<file path="src/rtl/button_pkg.sv">
// Shared definitions for the button UI blocks: gesture FSM state encoding
// and default timing constants for the 27 MHz system clock.
package button_pkg;

  typedef enum logic [2:0] {
    ST_LOCKOUT = 3'd0,
    ST_IDLE    = 3'd1,
    ST_PRESS1  = 3'd2,
    ST_HOLD    = 3'd3,
    ST_WAIT2   = 3'd4,
    ST_PRESS2  = 3'd5
  } gesture_state_e;

  localparam int unsigned CLK_HZ            = 32'd27_000_000;
  localparam int unsigned DEF_LONG_CYCLES   = 32'd27_000_000;  // 1 s
  localparam int unsigned DEF_REPEAT_CYCLES = 32'd5_400_000;   // 200 ms
  localparam int unsigned DEF_DCLICK_CYCLES = 32'd8_100_000;   // 300 ms

  // Counter width able to hold the largest of the three gesture windows.
  function automatic int unsigned timer_width(input int unsigned a,
                                               input int unsigned b,
                                               input int unsigned c);
    int unsigned m;
    m = (a > b) ? a : b;
    m = (m > c) ? m : c;
    return $clog2(m) + 32'd1;
  endfunction

endpackage

</file>
<file path="src/rtl/gesture_timer.sv">
// Saturating up-counter for the gesture windows; hit_o flags count == limit_i
// so the FSM can pick a different window per state.
module gesture_timer #(
  parameter int unsigned WIDTH = 8
) (
  input  logic             clk,
  input  logic             rst_n,
  input  logic             clr_i,
  input  logic             en_i,
  input  logic [WIDTH-1:0] limit_i,
  output logic             hit_o
);

  localparam logic [WIDTH-1:0] CNT_MAX = {WIDTH{1'b1}};

  logic [WIDTH-1:0] cnt_q;
  logic [WIDTH-1:0] cnt_d;

  always_comb begin
    cnt_d = cnt_q;
    if (clr_i) begin
      cnt_d = '0;
    end else if (en_i && (cnt_q != CNT_MAX)) begin
      cnt_d = cnt_q + 1'b1;
    end else begin
      cnt_d = cnt_q;
    end
  end

  always_ff @(posedge clk or negedge rst_n) begin
    if (!rst_n) begin
      cnt_q <= '0;
    end else begin
      cnt_q <= cnt_d;
    end
  end

  assign hit_o = (cnt_q == limit_i);

endmodule

</file>
<file path="src/rtl/button_gesture_ctrl.sv">
// Turns a debounced button level into single-cycle UI events: short press,
// double click, long press and auto-repeat while held.
module button_gesture_ctrl
  import button_pkg::*;
#(
  parameter int unsigned LONG_CYCLES   = DEF_LONG_CYCLES,
  parameter int unsigned REPEAT_CYCLES = DEF_REPEAT_CYCLES,
  parameter int unsigned DCLICK_CYCLES = DEF_DCLICK_CYCLES,
  parameter bit          EN_DOUBLE     = 1'b1
) (
  input  logic clk,
  input  logic rst_n,
  input  logic btn_level_i,
  output logic pressed_o,
  output logic short_press_o,
  output logic double_click_o,
  output logic long_press_o,
  output logic repeat_tick_o,
  output logic busy_o
);

  localparam int unsigned CNT_W = timer_width(LONG_CYCLES, REPEAT_CYCLES, DCLICK_CYCLES);
  // The timer reads limit-1 on the edge where the window elapses.
  localparam logic [CNT_W-1:0] LIM_LONG   = CNT_W'(LONG_CYCLES - 32'd1);
  localparam logic [CNT_W-1:0] LIM_REPEAT = CNT_W'(REPEAT_CYCLES - 32'd1);
  localparam logic [CNT_W-1:0] LIM_DCLICK = CNT_W'(DCLICK_CYCLES - 32'd1);

  gesture_state_e state_q, state_d;
  logic btn_q, btn_d;
  logic short_q, short_d;
  logic dclick_q, dclick_d;
  logic long_q, long_d;
  logic rep_q, rep_d;
  logic busy_q, busy_d;
  logic short_pend_q, short_pend_d;
  logic dclick_pend_q, dclick_pend_d;

  logic             tmr_clr;
  logic             tmr_en;
  logic             tmr_hit;
  logic [CNT_W-1:0] tmr_limit;

  gesture_timer #(
    .WIDTH (CNT_W)
  ) u_timer (
    .clk     (clk),
    .rst_n   (rst_n),
    .clr_i   (tmr_clr),
    .en_i    (tmr_en),
    .limit_i (tmr_limit),
    .hit_o   (tmr_hit)
  );

  always_comb begin
    state_d       = state_q;
    short_d       = short_pend_q;
    dclick_d      = dclick_pend_q;
    long_d        = 1'b0;
    rep_d         = 1'b0;
    short_pend_d  = 1'b0;
    dclick_pend_d = 1'b0;
    tmr_en        = 1'b0;
    tmr_limit     = '0;
    case (state_q)
      ST_LOCKOUT: begin
        if (!btn_level_i) state_d = ST_IDLE;
        else              state_d = ST_LOCKOUT;
      end
      ST_IDLE: begin
        if (btn_level_i) state_d = ST_PRESS1;
        else             state_d = ST_IDLE;
      end
      ST_PRESS1: begin
        tmr_en    = 1'b1;
        tmr_limit = LIM_LONG;
        // Release wins over the long-press deadline on the same edge.
        if (!btn_level_i) begin
          if (EN_DOUBLE) begin
            state_d = ST_WAIT2;
          end else begin
            state_d      = ST_IDLE;
            short_pend_d = 1'b1;
          end
        end else if (tmr_hit) begin
          long_d  = 1'b1;
          state_d = ST_HOLD;
        end else begin
          state_d = ST_PRESS1;
        end
      end
      ST_HOLD: begin
        tmr_en    = 1'b1;
        tmr_limit = LIM_REPEAT;
        if (!btn_level_i)  state_d = ST_IDLE;
        else if (tmr_hit)  rep_d   = 1'b1;
        else               state_d = ST_HOLD;
      end
      ST_WAIT2: begin
        tmr_en    = 1'b1;
        tmr_limit = LIM_DCLICK;
        // Timeout wins over a press on the same edge; IDLE takes the press.
        if (tmr_hit) begin
          short_d = 1'b1;
          state_d = ST_IDLE;
        end else if (btn_level_i) begin
          dclick_pend_d = 1'b1;
          state_d       = ST_PRESS2;
        end else begin
          state_d = ST_WAIT2;
        end
      end
      ST_PRESS2: begin
        if (!btn_level_i) state_d = ST_IDLE;
        else              state_d = ST_PRESS2;
      end
      default: begin
        state_d = ST_LOCKOUT;
      end
    endcase
    tmr_clr = (state_d != state_q) || rep_d;
    btn_d   = btn_level_i && (state_q != ST_LOCKOUT);
    busy_d  = (state_d != ST_IDLE);
  end

  always_ff @(posedge clk or negedge rst_n) begin
    if (!rst_n) begin
      state_q       <= ST_LOCKOUT;
      btn_q         <= 1'b0;
      short_q       <= 1'b0;
      dclick_q      <= 1'b0;
      long_q        <= 1'b0;
      rep_q         <= 1'b0;
      busy_q        <= 1'b0;
      short_pend_q  <= 1'b0;
      dclick_pend_q <= 1'b0;
    end else begin
      state_q       <= state_d;
      btn_q         <= btn_d;
      short_q       <= short_d;
      dclick_q      <= dclick_d;
      long_q        <= long_d;
      rep_q         <= rep_d;
      busy_q        <= busy_d;
      short_pend_q  <= short_pend_d;
      dclick_pend_q <= dclick_pend_d;
    end
  end

  assign pressed_o      = btn_q;
  assign short_press_o  = short_q;
  assign double_click_o = dclick_q;
  assign long_press_o   = long_q;
  assign repeat_tick_o  = rep_q;
  assign busy_o         = busy_q;

endmodule

</file>
<file path="config.mk">
export PLATFORM = sky130hd
export DESIGN_NAME = button_gesture_ctrl
export DESIGN_NICKNAME = d
export VERILOG_FILES = /design/src/rtl/button_pkg.sv /design/src/rtl/gesture_timer.sv /design/src/rtl/button_gesture_ctrl.sv
export SDC_FILE = /design/constraint.sdc
export NUM_CORES = 1
export LEC_CHECK = 0
export ABC_AREA = 1
export CAP_MARGIN = 25
export CORE_MARGIN = 2
export CORE_UTILIZATION = 40
export DETAILED_ROUTE_END_ITERATION = 12
export SYNTH_ARGS = -nofsm -noshare
export SYNTH_HDL_FRONTEND = slang
export SYNTH_SLANG_ARGS = --single-unit
</file>
<file path="constraint.sdc">
create_clock -name clk -period 6.4 [get_ports clk]
set_clock_uncertainty 0.2 [all_clocks]
set_input_delay 1.6 -clock clk [delete_from_list [all_inputs] [get_ports clk]]
set_output_delay 1.6 -clock clk [all_outputs]
set_load 0.01 [all_outputs]
</file>
==> results.toml, run 1 <==
[outcome]
run_status = "complete, no violations"

[setup_path]
worst_ep_arrival_time_ns = 3.21
data_required_time_of_the_worst_path_ns = 6.37
critical_path.endpoint_type = "flop"
cp_top_family = "simple AND/OR/NAND/NOR gates"
r2r_cells = 11
crit_slowest_cell = "sky130_fd_sc_hd__clkdlybuf4s50_1"
worst-setup-path-type = "in2reg"
regToRegEndpoint = "u_timer.cnt_q[23]"
reg2reg_from = "u_timer.cnt_q[0]"
worstSetupStartpointType = "input port"
ff2ff_setup_slack_ns = 3.81
cp_slowest_stage_delay_ns = 0.55
critical_path_buf_inv_count = 2
worstPathMaxFanout = 26
crit_path_cell_trace = "clkdlybuf4s50_1 -> inv_1 -> nor3_1 -> o22ai_1 -> nand2_1 -> nor2_2 -> nand2_4 -> nor2_1"

[pwr]
power.leakage_nw = 1.08
worst_ir_drop_vdd_uv = 172
powerDensity_nw_per_um2 = 339
design_power_total_mw = 0.830

[detailed_routing]
detail_route.wirelength_um = 4670
wl_per_cell_um = 12.2
avgViaCountPerCell = 4.82
dr_total_vias = 1850
drt_pre_antenna_iters = 4
ant_nets = 0
drc = 0
initialDrtViolationCount = 91

[grt]
number_of_global_route_vias_before_repair = 1849
globalRouteOverflowTotal = 0
number_of_antenna_violations_at_the_first_check_in_global_routing = 0
wire_length_of_the_first_global_routing_pass_um = 8560
groute.usage.overall_pct = 17.4
grt_start_max_net_pins = 37

[floorplan]
die_w_um = 79.3
total_die_area_um2 = 6290
floorplan.core_area_um2 = 5510
ios = 9
num_rows = 27
initial_core_util_pct = 41.2
dieHeight_um = 79.3

[cts]
root_buf_cell = "sky130_fd_sc_hd__clkbuf_8"
tritoncts.num_buffers = 5
cts-htree-levels = 2
max-clock-path-buffers = 2
cts_tree = "yes"
post_cts_hold_buffer_count = 0
cts_clock_pin_slew_for_the_worst_setup_and_hold_paths_ns = 0.07
clkLatencyLatePin_ns = 0.29
postCtsSetupBuffers = 0
clock_sinks = 36
post_cts.resized_instances = 0

[placement]
place.gp.congestion = 0.918
hpwl_um = 3400
portBuffers = 8
pre_cts_ws_ns = 2.83
placed_cells_incl_taps = 376

[worst_hold_path]
hold_class = "reg2reg"
min_path_cells = 0
timing.hold.worst_endpoint = "double_click_o"
hold_start = "dclick_d"

[timing]
timing_hold_violations_final = 0
final_min_period_over_clock_period_pct = 50.7
final_max_tran_viols = 0
setup_repair_after_global_routing_missed_its_margin = "false"
slew_headroom_pct = 47.3
fin_setup_tns_ns = 0
final.setup.worst_slack_ns = 3.15
fmax_mhz = 308
final.hold.worst_slack_ns = 0.153
finalSetupViolations = 0
period_needed_ns = 3.25
tightest_slew_ns = 0.790

[yosys]
ys_seq_elements = 36
async_flop_share_pct = 100
number_of_enable_type_register_cells_in_the_synthesized_netlist = 0
mappedNetlistNets = 308
synth.lib_cells_used.distinct = 27
synthesis.instances = 304
postSynthAreaPerCell_um2 = 7.46
ys_warn_count = 0
synth_sequential_area_ratio_pct = 39.7
post_synth_instance_area_um2 = 2270
most_used_dff_post_synth = "sky130_fd_sc_hd__dfrtp_1"

[final_layout]
finish.cell_count_without_fillers = 384
sequential_cell_area_um2 = 901
final.fill_count = 572
multi_input_area_um2 = 1160
post_route_cells_drive_above_1_share_pct = 12.2
insertedDiodeCount = 0
areaGrowthSynthToFinish_pct = 8.00
nets = 315

[flow_run]
max_cap_violations = 0
## logic make-up (layout without fill, tap and decap cells)
group,after synthesis,in the layout,synth area share (%)
xor+xnor,24,24,9.27
compound gates,9,9,2.48
flops,36,36,39.7
simple gates,191,191,38.9
fa+ha+maj,1,1,0.551
buf+inv,43,51,9.05
## power breakdown
part           switching [mW]  internal (mW)
sequential             0.0342          0.249
combinational           0.268          0.113
clock                  0.0782         0.0877
total                   0.380          0.450
## state kept, by name (all words and copies together), names as in the netlist
register	cells
u_timer.cnt_q	26
state_q	3
busy_o	1
dclick_d	1
double_click_o	1
long_press_o	1
pressed_o	1
repeat_tick_o	1
short_press_o	1
## Yosys cell counts, types with 3 or more instances
master,number,area [um2]
sky130_fd_sc_hd__nand2_4,4,45.0
sky130_fd_sc_hd__nand2_2,4,25.0
sky130_fd_sc_hd__nor2_2,14,87.6
sky130_fd_sc_hd__xnor2_1,4,35.0
sky130_fd_sc_hd__nand3_1,21,105
sky130_fd_sc_hd__nor3_1,8,40.0
sky130_fd_sc_hd__buf_2,4,20.0
sky130_fd_sc_hd__nand2_1,65,244
sky130_fd_sc_hd__o21ai_0,3,15.0
sky130_fd_sc_hd__nor2_1,58,218
sky130_fd_sc_hd__inv_1,33,124
sky130_fd_sc_hd__xor2_1,20,175
sky130_fd_sc_hd__dfrtp_1,36,901
sky130_fd_sc_hd__nand4_1,9,56.3
sky130_fd_sc_hd__buf_6,3,33.8
## routing by layer
metal / global-route usage, % / vias to the layer above / part of all wire, %
met1: 22.1 / 864 / 48
li1: - / 954 / -
met3: 3.18 / 10 / 2.3
met5: 0 / - / 0
met4: 7.59 / 0 / 2.2
met2: 29.1 / 22 / 47
## area by class of cell
type | instances | share of cell area, %
multi-input combinational | 225 | 47.4
sequential | 36 | 36.8
tap | 72 | 3.68
timing repair buffer | 8 | 3.06
clock buffer | 8 | 3.68
inverter | 35 | 5.36
## through the flow
stage / area [um2] / utilization [%]
after floorplan: 2270 / -
after global placement: 2360 / 42.9
after detailed placement: 2360 / 42.9
after CTS: 2450 / 44.5
after global routing: 2450 / 44.5
final: 2450 / 44.5
## cells in the final DEF (no fill, tap or decap), types with 3 or more instances in the layout
cell type                         count
sky130_fd_sc_hd__nand2_1             65
sky130_fd_sc_hd__clkdlybuf4s50_1      7
sky130_fd_sc_hd__xnor2_1              4
sky130_fd_sc_hd__clkbuf_8             6
sky130_fd_sc_hd__nand2_4              4
sky130_fd_sc_hd__nor2_1              58
sky130_fd_sc_hd__o21ai_0              3
sky130_fd_sc_hd__nand2_2              4
sky130_fd_sc_hd__xor2_1              20
sky130_fd_sc_hd__nand3_1             21
sky130_fd_sc_hd__nor3_1               8
sky130_fd_sc_hd__inv_1               33
sky130_fd_sc_hd__nand4_1              9
sky130_fd_sc_hd__dfrtp_1             36
sky130_fd_sc_hd__nor2_2              14
## worst max path at each step
stage	start	to	slack, ns	depth (start not counted)
finish	btn_level_i	u_timer.cnt_q[17]	3.15	8
CTS	btn_level_i	u_timer.cnt_q[11]	3.14	8
detailed placement	btn_level_i	u_timer.cnt_q[22]	2.83	8
global route	btn_level_i	u_timer.cnt_q[11]	2.95	8
floorplan	btn_level_i	u_timer.cnt_q[3]	3.66	8
global placement	btn_level_i	u_timer.cnt_q[9]	2.91	8
(Power assumes the default switching activity.)
==> run 2, diff against run 1 <==
- clock period: 6.4 -> 3.2 ns (I/O delays scaled with it)
==> results.toml, run 2 (synthesized netlist as in run 1, its figures left out) <==
[timing]
slew_headroom_pct = 47.2
fmax_mhz = 408
timing_hold_violations_final = 0
final.setup.worst_slack_ns = 0.746
tightest_slew_ns = 0.792
final_min_period_over_clock_period_pct = 76.7
setup_repair_after_global_routing_missed_its_margin = "false"
period_needed_ns = 2.45
final_max_tran_viols = 0
finalSetupViolations = 0
fin_setup_tns_ns = 0

[final_layout]
largest_registers = "u_timer.cnt_q: 26 flops, state_q: 3 flops"
final_common_cell = "sky130_fd_sc_hd__nand2_1"
post_route_cells_drive_above_1_share_pct = 12.8
largest_register_ff_count = 26
final.fill_count = 560
areaGrowthSynthToFinish_pct = 8.60
top_register = "u_timer.cnt_q"
insertedDiodeCount = 0
layout.cells.most_common_list = "sky130_fd_sc_hd__nand2_1 (65), sky130_fd_sc_hd__nor2_1 (58), sky130_fd_sc_hd__dfrtp_1 (36)"
nets = 316

[detailed_routing]
detail_route.wirelength_um = 4630
met3WireLength_um = 133
dr_total_vias = 1875
ant_nets = 0
initialDrtViolationCount = 102
drc = 0
wl_per_cell_um = 12.1
m1WireLength_um = 2230
drt_pre_antenna_iters = 4
met2_length_um = 2220
avgViaCountPerCell = 4.88
top_signal_layer_used = "met4"

[floorplan]
die_w_um = 79.3
num_rows = 27
floorplan.core_area_um2 = 5510
total_die_area_um2 = 6290
dieHeight_um = 79.3
initial_core_util_pct = 41.2
ios = 9

[cts]
max-clock-path-buffers = 2
tritoncts.num_buffers = 5
root_buf_cell = "sky130_fd_sc_hd__clkbuf_8"
cts-htree-levels = 2
post_cts.resized_instances = 0
cts_clock_pin_slew_for_the_worst_setup_and_hold_paths_ns = 0.07
clkLatencyLatePin_ns = 0.28
cts_tree = "yes"
postCtsSetupBuffers = 0
post_cts_hold_buffer_count = 0
clock_sinks = 36

[pwr]
power_switching_share_pct = 45.1
pwr-share-clk_pct = 20.3
comb_power_share_pct = 46.2
power.leakage_nw = 1.09
powerDensity_nw_per_um2 = 685
pwr-share-seq_pct = 33.5
design_power_total_mw = 1.69
worst_ir_drop_vdd_uv = 300
p_switching_mw = 0.761
internal_power_mw = 0.927

[setup_path]
cp_slowest_stage_delay_ns = 0.55
worst_ep_arrival_time_ns = 2.41
cp_top_family = "simple AND/OR/NAND/NOR gates"
crit_path_cell_trace = "clkdlybuf4s50_1 -> inv_1 -> nor3_1 -> o22ai_1 -> nand2_1 -> nor2_2 -> nand2_4 -> nor2_1"
ff2ff_setup_slack_ns = 0.80
critical_path.endpoint_type = "flop"
worstPathMaxFanout = 26
worst-setup-path-type = "in2reg"
crit_slowest_cell = "sky130_fd_sc_hd__clkdlybuf4s50_1"
data_required_time_of_the_worst_path_ns = 3.15
worstSetupStartpointType = "input port"
critical_path_buf_inv_count = 2

[grt]
number_of_antenna_violations_at_the_first_check_in_global_routing = 0
grt_start_max_net_pins = 37
groute.usage.overall_pct = 16.4
wire_length_of_the_first_global_routing_pass_um = 8190
number_of_global_route_vias_before_repair = 1831
globalRouteOverflowTotal = 0

[placement]
pre_cts_ws_ns = 0.450
hpwl_um = 3410
portBuffers = 8
place.gp.congestion = 0.919

[outcome]
run_status = "complete, no violations"

[worst_hold_path]
hold_class = "reg2reg"

[flow_run]
max_cap_violations = 0
==> run 2: cell type report <==
cell class	instances	area [um2]	share of cell area [%]
Timing Repair Buffer	9	82.6	3.35
Inverter	35	131	5.33
Multi-Input combinational cell	225	1160	47.2
Tap cell	72	90.1	3.66
Sequential cell	36	901	36.6
Clock buffer	7	96.3	3.91
==> run 2: power by group through the flow <==
stage / registers, mW / clock network (mW) / logic (mW)
finish: 0.565 / 0.343 / 0.779
global route: 0.572 / 0.375 / 0.870
floorplan: 0.543 / 0 / 0.736
CTS: 0.564 / 0.355 / 0.790
global placement: 0.573 / 0 / 0.790
detailed placement: 0.572 / 0 / 0.789
==> run 2: stage by stage <==
step	util, %	cells	cell area [um2]	hold slack (ns)
5_1_grt	44.7	384	2460	0.168
3_3_place_gp	43.0	377	2370	0.138
6_report	44.7	384	2460	0.154
4_1_cts	44.7	384	2460	0.159
3_5_place_dp	43.0	377	2370	0.143
2_1_floorplan	-	304	2270	0.131
==> run 2: path summary, 6_finish.rpt <==
path,startpoint,endpoint,cells after the start
worst min register to register,dclick_d,double_click_o,0
worst max register to register,state_q[1],u_timer.cnt_q[19],14
worst max-delay path,btn_level_i,u_timer.cnt_q[19],8
max in group asynchronous,rst_n,short_press_o,1
worst min-delay path,dclick_d,double_click_o,0
min in group asynchronous,rst_n,double_click_o,1
==> run 2: worst reg2reg max path, cell delays in order, from the launching register on <==
cell                      delay, ns
sky130_fd_sc_hd__dfrtp_1       0.53
sky130_fd_sc_hd__nor2_4        0.21
sky130_fd_sc_hd__nand2_4       0.11
sky130_fd_sc_hd__nand2_4       0.10
sky130_fd_sc_hd__inv_1         0.04
sky130_fd_sc_hd__nand2_1       0.07
sky130_fd_sc_hd__nand2_1       0.06
sky130_fd_sc_hd__nor2_2        0.10
sky130_fd_sc_hd__nand3_2       0.11
sky130_fd_sc_hd__nor2_1        0.11
sky130_fd_sc_hd__nand2_1       0.09
sky130_fd_sc_hd__nand2_2       0.10
sky130_fd_sc_hd__nand2_2       0.07
sky130_fd_sc_hd__nand2_4       0.27
sky130_fd_sc_hd__nor2_1        0.10
==> run 2: per-layer routing <==
| layer | track usage, % | up-vias |
|---|---|---|
| met4 | 4.48 | 0 |
| met3 | 3.07 | 6 |
| met5 | 0 | - |
| met1 | 21.3 | 869 |
| met2 | 27.8 | 35 |
| li1 | - | 965 |
==> run 3, diff against run 2 <==
- clock period: 3.2 -> 2.2 ns (I/O delays scaled with it)
==> results.toml, run 3 (synthesized netlist as in run 1, its figures left out) <==
[setup_path]
worst_ep_arrival_time_ns = 2.23
worstSetupStartpointType = "flop"
data_required_time_of_the_worst_path_ns = 2.19
worst-setup-path-type = "reg2reg"
worstPathMaxFanout = 5
critical_path.endpoint_type = "flop"

[placement]
placed_cells_incl_taps = 402
pre_cts_ws_ns = -0.121
place.gp.congestion = 0.825
hpwl_um = 3850
portBuffers = 8

[cts]
cts-htree-levels = 2
tritoncts.num_buffers = 5
cts_clock_pin_slew_for_the_worst_setup_and_hold_paths_ns = 0.08
max-clock-path-buffers = 2
clkLatencyLatePin_ns = 0.30
clock_sinks = 36
root_buf_cell = "sky130_fd_sc_hd__clkbuf_8"
cts_tree = "yes"

[floorplan]
dieHeight_um = 79.3
initial_core_util_pct = 41.2
ios = 9
floorplan.core_area_um2 = 5510
num_rows = 27
total_die_area_um2 = 6290
die_w_um = 79.3

[detailed_routing]
avgViaCountPerCell = 4.93
wl_per_cell_um = 13.0
dr_total_vias = 2107
drc = 0
initialDrtViolationCount = 105
ant_nets = 0
drt_pre_antenna_iters = 4
detail_route.wirelength_um = 5540

[final_layout]
nets = 358
largest_registers = "u_timer.cnt_q: 26 flops, state_q: 3 flops"
areaGrowthSynthToFinish_pct = 29.8
post_route_cells_drive_above_1_share_pct = 28.5
layout.cells.most_common_list = "sky130_fd_sc_hd__nand2_1 (61), sky130_fd_sc_hd__nor2_1 (49), sky130_fd_sc_hd__dfrtp_1 (34), sky130_fd_sc_hd__buf_4 (34), sky130_fd_sc_hd__inv_1 (32)"
largest_register_ff_count = 26
insertedDiodeCount = 0
finish.cell_count_without_fillers = 427
top_register = "u_timer.cnt_q"
final_common_cell = "sky130_fd_sc_hd__nand2_1"

[timing]
final.setup.worst_slack_ns = -0.0378
period_needed_ns = 2.24
setup_repair_after_global_routing_missed_its_margin = "true"
final_max_tran_viols = 0
fmax_mhz = 447
finalSetupViolations = 26
slew_headroom_pct = 68.4
tightest_slew_ns = 0.473
final_min_period_over_clock_period_pct = 102
timing_hold_violations_final = 0

[pwr]
power_switching_share_pct = 41.4
pwr-share-clk_pct = 17.1
worst_ir_drop_vdd_uv = 656
powerDensity_nw_per_um2 = 1180
internal_power_mw = 2.03
comb_power_share_pct = 60.0
power.leakage_nw = 1.33
p_switching_mw = 1.43
pwr-share-seq_pct = 22.9

[outcome]
run_status = "finished with violations"
failed_checks = "negative setup slack"

[grt]
grt_start_max_net_pins = 21
groute.usage.overall_pct = 18.1
number_of_global_route_vias_before_repair = 1983
wire_length_of_the_first_global_routing_pass_um = 8760
globalRouteOverflowTotal = 0
number_of_antenna_violations_at_the_first_check_in_global_routing = 0

[flow_run]
max_cap_violations = 0

[worst_hold_path]
hold_class = "reg2reg"
==> run 3: cell count changes in the layout (fill, tap and decap cells not counted), sizes merged <==
cell,before,now
clkinv,0,1
clkbuf,7,8
buf,2,40
bufinv,0,1
dlygate4sd3,0,1
clkinvlp,0,1
==> run 3: per-stage QoR <==
step                      power, mW  area [um2]  hold WS [ns]  util (%)  setup TNS [ns]
final                          3.46        2940         0.151      53.5          -0.606
after global routing           3.66        2940         0.178      53.5           -4.27
after CTS                      2.88        2720         0.152      49.4               0
after detailed placement       2.26        2580         0.135      46.9           -2.75
after global placement         2.25        2580         0.134      46.9           -1.69
after floorplan                1.86        2270        0.0544         -               0
==> run 3: worst paths after layout <==
path / cells past startpoint / startpoint / to / slack, ns
hold / removal: 0 / dclick_d / double_click_o / 0.15
setup / recovery: 15 / state_q[1] / u_timer.cnt_q[0] / -0.04
min in group asynchronous: 2 / rst_n / state_q[2] / 0.51
hold reg to reg: 0 / dclick_d / double_click_o / 0.15
setup reg to reg: 15 / state_q[1] / u_timer.cnt_q[0] / -0.04
max in group asynchronous: 3 / rst_n / state_q[0] / 0.84
==> run 3: timing repair <==
action                     in CTS  in global routing
buffers inserted                2                 11
cloned                          0                  3
hold buffers                    1                  0
resized for setup               2                 24
hold endpoints to repair       16                  0
pin swaps                       0                 13
setup endpoints to repair      26                 26
==> run 3: per-layer routing <==
metal	wire length [um]	track usage, %	vias up
met1	2440	22.1	1000
met2	2790	31.3	46
li1	-	-	1046
met5	0	0	-
met3	180	3.86	15
met4	126	6.72	0
==> run 3: final cells by class <==
cell class | instances | area, um2
Clock inverter | 3 | 42.5
Sequential cell | 36 | 903
Fill cell | 519 | 2560
Multi-Input combinational cell | 225 | 1240
Timing Repair Buffer | 51 | 469
Inverter | 35 | 134
Tap cell | 72 | 90.1
Clock buffer | 5 | 68.8
==> run 3: critical path: stages (launching register included) <==
cell and delay, ns:
sky130_fd_sc_hd__dfrtp_2 0.44, sky130_fd_sc_hd__buf_6 0.14, sky130_fd_sc_hd__buf_4 0.13, sky130_fd_sc_hd__nand2_2 0.05, sky130_fd_sc_hd__nand2_1 0.04, sky130_fd_sc_hd__nand2_1 0.07, sky130_fd_sc_hd__nand2_2 0.07, sky130_fd_sc_hd__a21oi_2 0.19
sky130_fd_sc_hd__nand3_4 0.12, sky130_fd_sc_hd__nor2_2 0.11, sky130_fd_sc_hd__nand2_1 0.08, sky130_fd_sc_hd__nand2_2 0.07, sky130_fd_sc_hd__nand2_2 0.06, sky130_fd_sc_hd__nand2_4 0.14, sky130_fd_sc_hd__clkbuf_16 0.17, sky130_fd_sc_hd__nor2_2 0.03
==> run 3: power groups by stage <==
stage	Combinational [mW]	Sequential, mW	Clock (mW)
final	2.08	0.793	0.591
after global routing	2.21	0.802	0.642
after CTS	1.47	0.805	0.608
after detailed placement	1.44	0.818	0
after global placement	1.43	0.816	0
after floorplan	1.07	0.790	0
==> RTL edit 1: new RTL, settings of run 3 <==
Change the package constant `DEF_DCLICK_CYCLES` from 32'd8_100_000 to 32'd16200000.
--- a/src/rtl/button_pkg.sv
+++ b/src/rtl/button_pkg.sv
@@ -14,7 +14,7 @@
   localparam int unsigned CLK_HZ            = 32'd27_000_000;
   localparam int unsigned DEF_LONG_CYCLES   = 32'd27_000_000;  // 1 s
   localparam int unsigned DEF_REPEAT_CYCLES = 32'd5_400_000;   // 200 ms
-  localparam int unsigned DEF_DCLICK_CYCLES = 32'd8_100_000;   // 300 ms
+  localparam int unsigned DEF_DCLICK_CYCLES = 32'd16200000;   // 300 ms
 
   // Counter width able to hold the largest of the three gesture windows.
   function automatic int unsigned timer_width(input int unsigned a,
Formal check against the unedited RTL: same outputs for any inputs over 10 cycles, from zero or initial values and one cycle with rst_n low; that may be too few to reach the edited logic, so the function may still have changed.
==> RTL edit 1 against run 3 <==
- total power shrank 6.7%
- wire length grew 3.9%
- worst setup slack gained 0.038 ns
- largest cell class unchanged
- combinational power shrank 7%
- design area grew 1.8%
- area after synthesis grew 0.28%
- critical path type unchanged
- sequential cell count is the same
- sequential share of layout area shrank 0.50 points
==> RTL edit 1: results (changes against run 3) <==
Post-Place Worst Slack -0.184 ns (-0.0629 ns); Netlist cell types 28 (+3.7%); Signal buffers 46 (-9.8%); met1 WL 2.72 mm (+11%); internal power 0.00176 W (-13%); first-pass GRT wire length 8.94 mm (+2.0%); status completed; Critical Path Fanout Max 7 (+2); commonest cells in the netlist nand2_1 (75), nor2_1 (51), inv_1 (46); mean area per synthesized cell 7.18 sq um (-3.8%); largest net degree at the start of global routing 37 (+76%); pwr dens 1080 mW/mm^2 (-8.3%); met3 GRT Util 3.39% (-0.47 points); crit path to u_timer.cnt_q[24]$_DFFE_PN0P_; Clock buffers and inverters, area share 3.01% (-0.78 points); post-synthesis sequential area ratio 39.6% (-0.11 points); nets 372 (+3.9%); R2R depth 16 (+1); flop-to-flop setup slack 0.0006 ns (+0.04 ns); RePlAce Congestion 0.834 (+0.99%); share of layout cells above drive strength 1 28.2% (-0.27 points); Layout area overhead 31.7%; period utilization 100% (-1.7 points); Layout Cells excl Fill 441 (+3.3%); Combinational Power Share 59.7% (-0.3 points); postcts setup bufs 1 (-1)
## RTL edit 1: changes by cell type in the layout (fill, tap and decap cells not counted), sizes merged, moves of 3 or more
cell,before,now
inv,35,47
nand2,73,86
nor2,73,65
o21ai,3,9
xor2,20,17
nor3,8,12
nand3,23,27
nand4,9,5
## RTL edit 1: cells by family (layout without fill, tap and decap cells)
family                     Yosys count  in the layout  share of synthesized area, %
buffers and inverters               53            102                          10.3
adders and majority gates            1              1                         0.550
AOI/OAI and AO/OA                   15             15                          3.96
DFF                                 36             36                          39.6
xor gates and xnor gates            19             19                          7.32
and+or+nand+nor                    193            196                          38.2
## RTL edit 1: critical path, cell delays in order (launching register included)
cell and delay, ns:
dfrtp_2 0.49, buf_6 0.16, nand2_8 0.09, nand2_2 0.05, nand2_1 0.06, nand2_1 0.06
inv_1 0.05, nand2_1 0.05, nor2_2 0.12, nand3_2 0.08, nand2_2 0.11, nand2_4 0.07
nor2_4 0.13, nor2_4 0.06, buf_12 0.14, nand2_8 0.12, nor2_2 0.04
==> RTL edit 2: new RTL, flow settings as in run 3 <==
Without the edit above. Remove the register `long_q`: a continuous assignment takes its place, so the output `long_press_o` follows one clock earlier.
--- a/src/rtl/button_gesture_ctrl.sv
+++ b/src/rtl/button_gesture_ctrl.sv
@@ -128,7 +128,6 @@
       btn_q         <= 1'b0;
       short_q       <= 1'b0;
       dclick_q      <= 1'b0;
-      long_q        <= 1'b0;
       rep_q         <= 1'b0;
       busy_q        <= 1'b0;
       short_pend_q  <= 1'b0;
@@ -138,13 +137,14 @@
       btn_q         <= btn_d;
       short_q       <= short_d;
       dclick_q      <= dclick_d;
-      long_q        <= long_d;
       rep_q         <= rep_d;
       busy_q        <= busy_d;
       short_pend_q  <= short_pend_d;
       dclick_pend_q <= dclick_pend_d;
     end
   end
+
+  assign long_q = long_d;
 
   assign pressed_o      = btn_q;
   assign short_press_o  = short_q;
Function: same outputs for any inputs over 10 cycles, from zero or initial values and one cycle with rst_n low; that may be too few to reach the edited logic, so the function may still have changed.
==> RTL edit 2 against run 3 <==
- the run still ends with setup timing left
- design area rose by 14%
- clock power is 27% lower
- maximum frequency decreased by 12%
- area after synthesis fell by 3.2%
- total power grew 11%
- cell count rose by 8.2%
- sequential share of layout area down 4.5 points
- wire length increased by 17%
- utilization grew 11 points
- global-route usage is 5.0 points higher
- worst setup slack lost 0.31 ns
- combinational power is 26% higher
- sequential cell count decreased by 1
- largest power group unchanged
==> RTL edit 2: results (changes against run 3) <==
status complete, but fails checks; violated checks setup timing; Post-DP Area 0.00277 sq mm (+7.3%); final setup vio count 28 (+7.7%); first-pass GRT wire length 11.0 mm (+26%); fill count 442 (-15%); final worst-path setup slack -0.346 ns (-0.308 ns); R2R Path End u_timer.cnt_q[22]$_DFFE_PN0P_; vias in the first global route 2351 (+19%); complex-gate fraction of the synthesized area 2.56% (+0.082 points); LEAKAGE 1.54 nW (+15%); global-route met2 utilization 41.7% (+10 points); wire length per cell 14.1 microns (+8.4%); Synth area leaders dfrtp_1 (40%), nand2_1 (10%), xor2_1 (8.4%); peak per-stage delay on the critical path 0.47 ns (+0.03 ns); clock latency on the worst-skew pair 0.28 ns (-0.02 ns); dpl hpwl 3.98 mm (+3.2%); dpl cells 428 (+6.5%); VDD IR max 0.000955 V (+46%); DRT iter0 DRCs 109 (+3.8%); Global Route Usage Sum 23.2% (+5.0 points); post-synthesis net count 301 (-2.3%); Fin Hold WS 0.100 ns (-0.0513 ns); flop-to-flop setup slack -0.18 ns (-0.14 ns); total wire length 6.50 mm (+17%)
RTL edit 2: per-layer routing:
metal,vias up,routed length (microns)
met4,0,184
met5,-,0
met3,21,188
met1,1085,2760
met2,48,3370
li1,1104,-
RTL edit 2: area by class of cell:
cell class,count,area (sq um),share of cell area (%)
repair buffers,95,848,25.3
clock buffers,6,72.6,2.16
repair inverters,1,7.51,0.224
flip-flops and latches,35,880,26.2
multi-input cells,212,1290,38.4
inverters,43,170,5.07
well taps,70,87.6,2.61
RTL edit 2: per-stage QoR:
stage / worst slack (ns) / power, W
floorplan: 0.137 / 0.00166
global placement: -0.349 / 0.00220
detailed placement: -0.405 / 0.00221
CTS: -0.230 / 0.00360
global route: -0.457 / 0.00405
finish: -0.346 / 0.00384
RTL edit 2: repair_timing:
action | in CTS | in global routing
setup endpoints to repair | 27 | 28
setup buffers | 25 | 3
pin swaps | 20 | 16
cloned | 3 | 0
resized for setup | 52 | 18
RTL edit 2: logic make-up (layout without fill, tap and decap cells):
family                   Yosys count  after routing
AO/OA/AOI/OAI                     10             10
XOR/XNOR                          24             24
adder cells (fa/ha/maj)            1              1
buffers and inverters             50            145
flip-flops                        35             35
AND/OR/NAND/NOR                  177            177
RTL edit 2: where the power goes:
part	internal [W]	switching, W
clock	0.000211	0.000223
sequential	0.000706	0.0000708
combinational	0.00135	0.00128
total	0.00227	0.00157
RTL edit 2: worst register-to-register path: stages (launching register included):
cell     delay [ns]
dfrtp_2        0.48
nor2_4         0.20
nand2_8        0.10
nand2_4        0.09
nand2_2        0.05
nand2_1        0.07
nor2_2         0.05
buf_4          0.14
buf_4          0.13
nand4_1        0.11
nand2_1        0.08
nor2_2         0.14
nand2_4        0.10
buf_12         0.14
buf_12         0.13
nor2_4         0.09
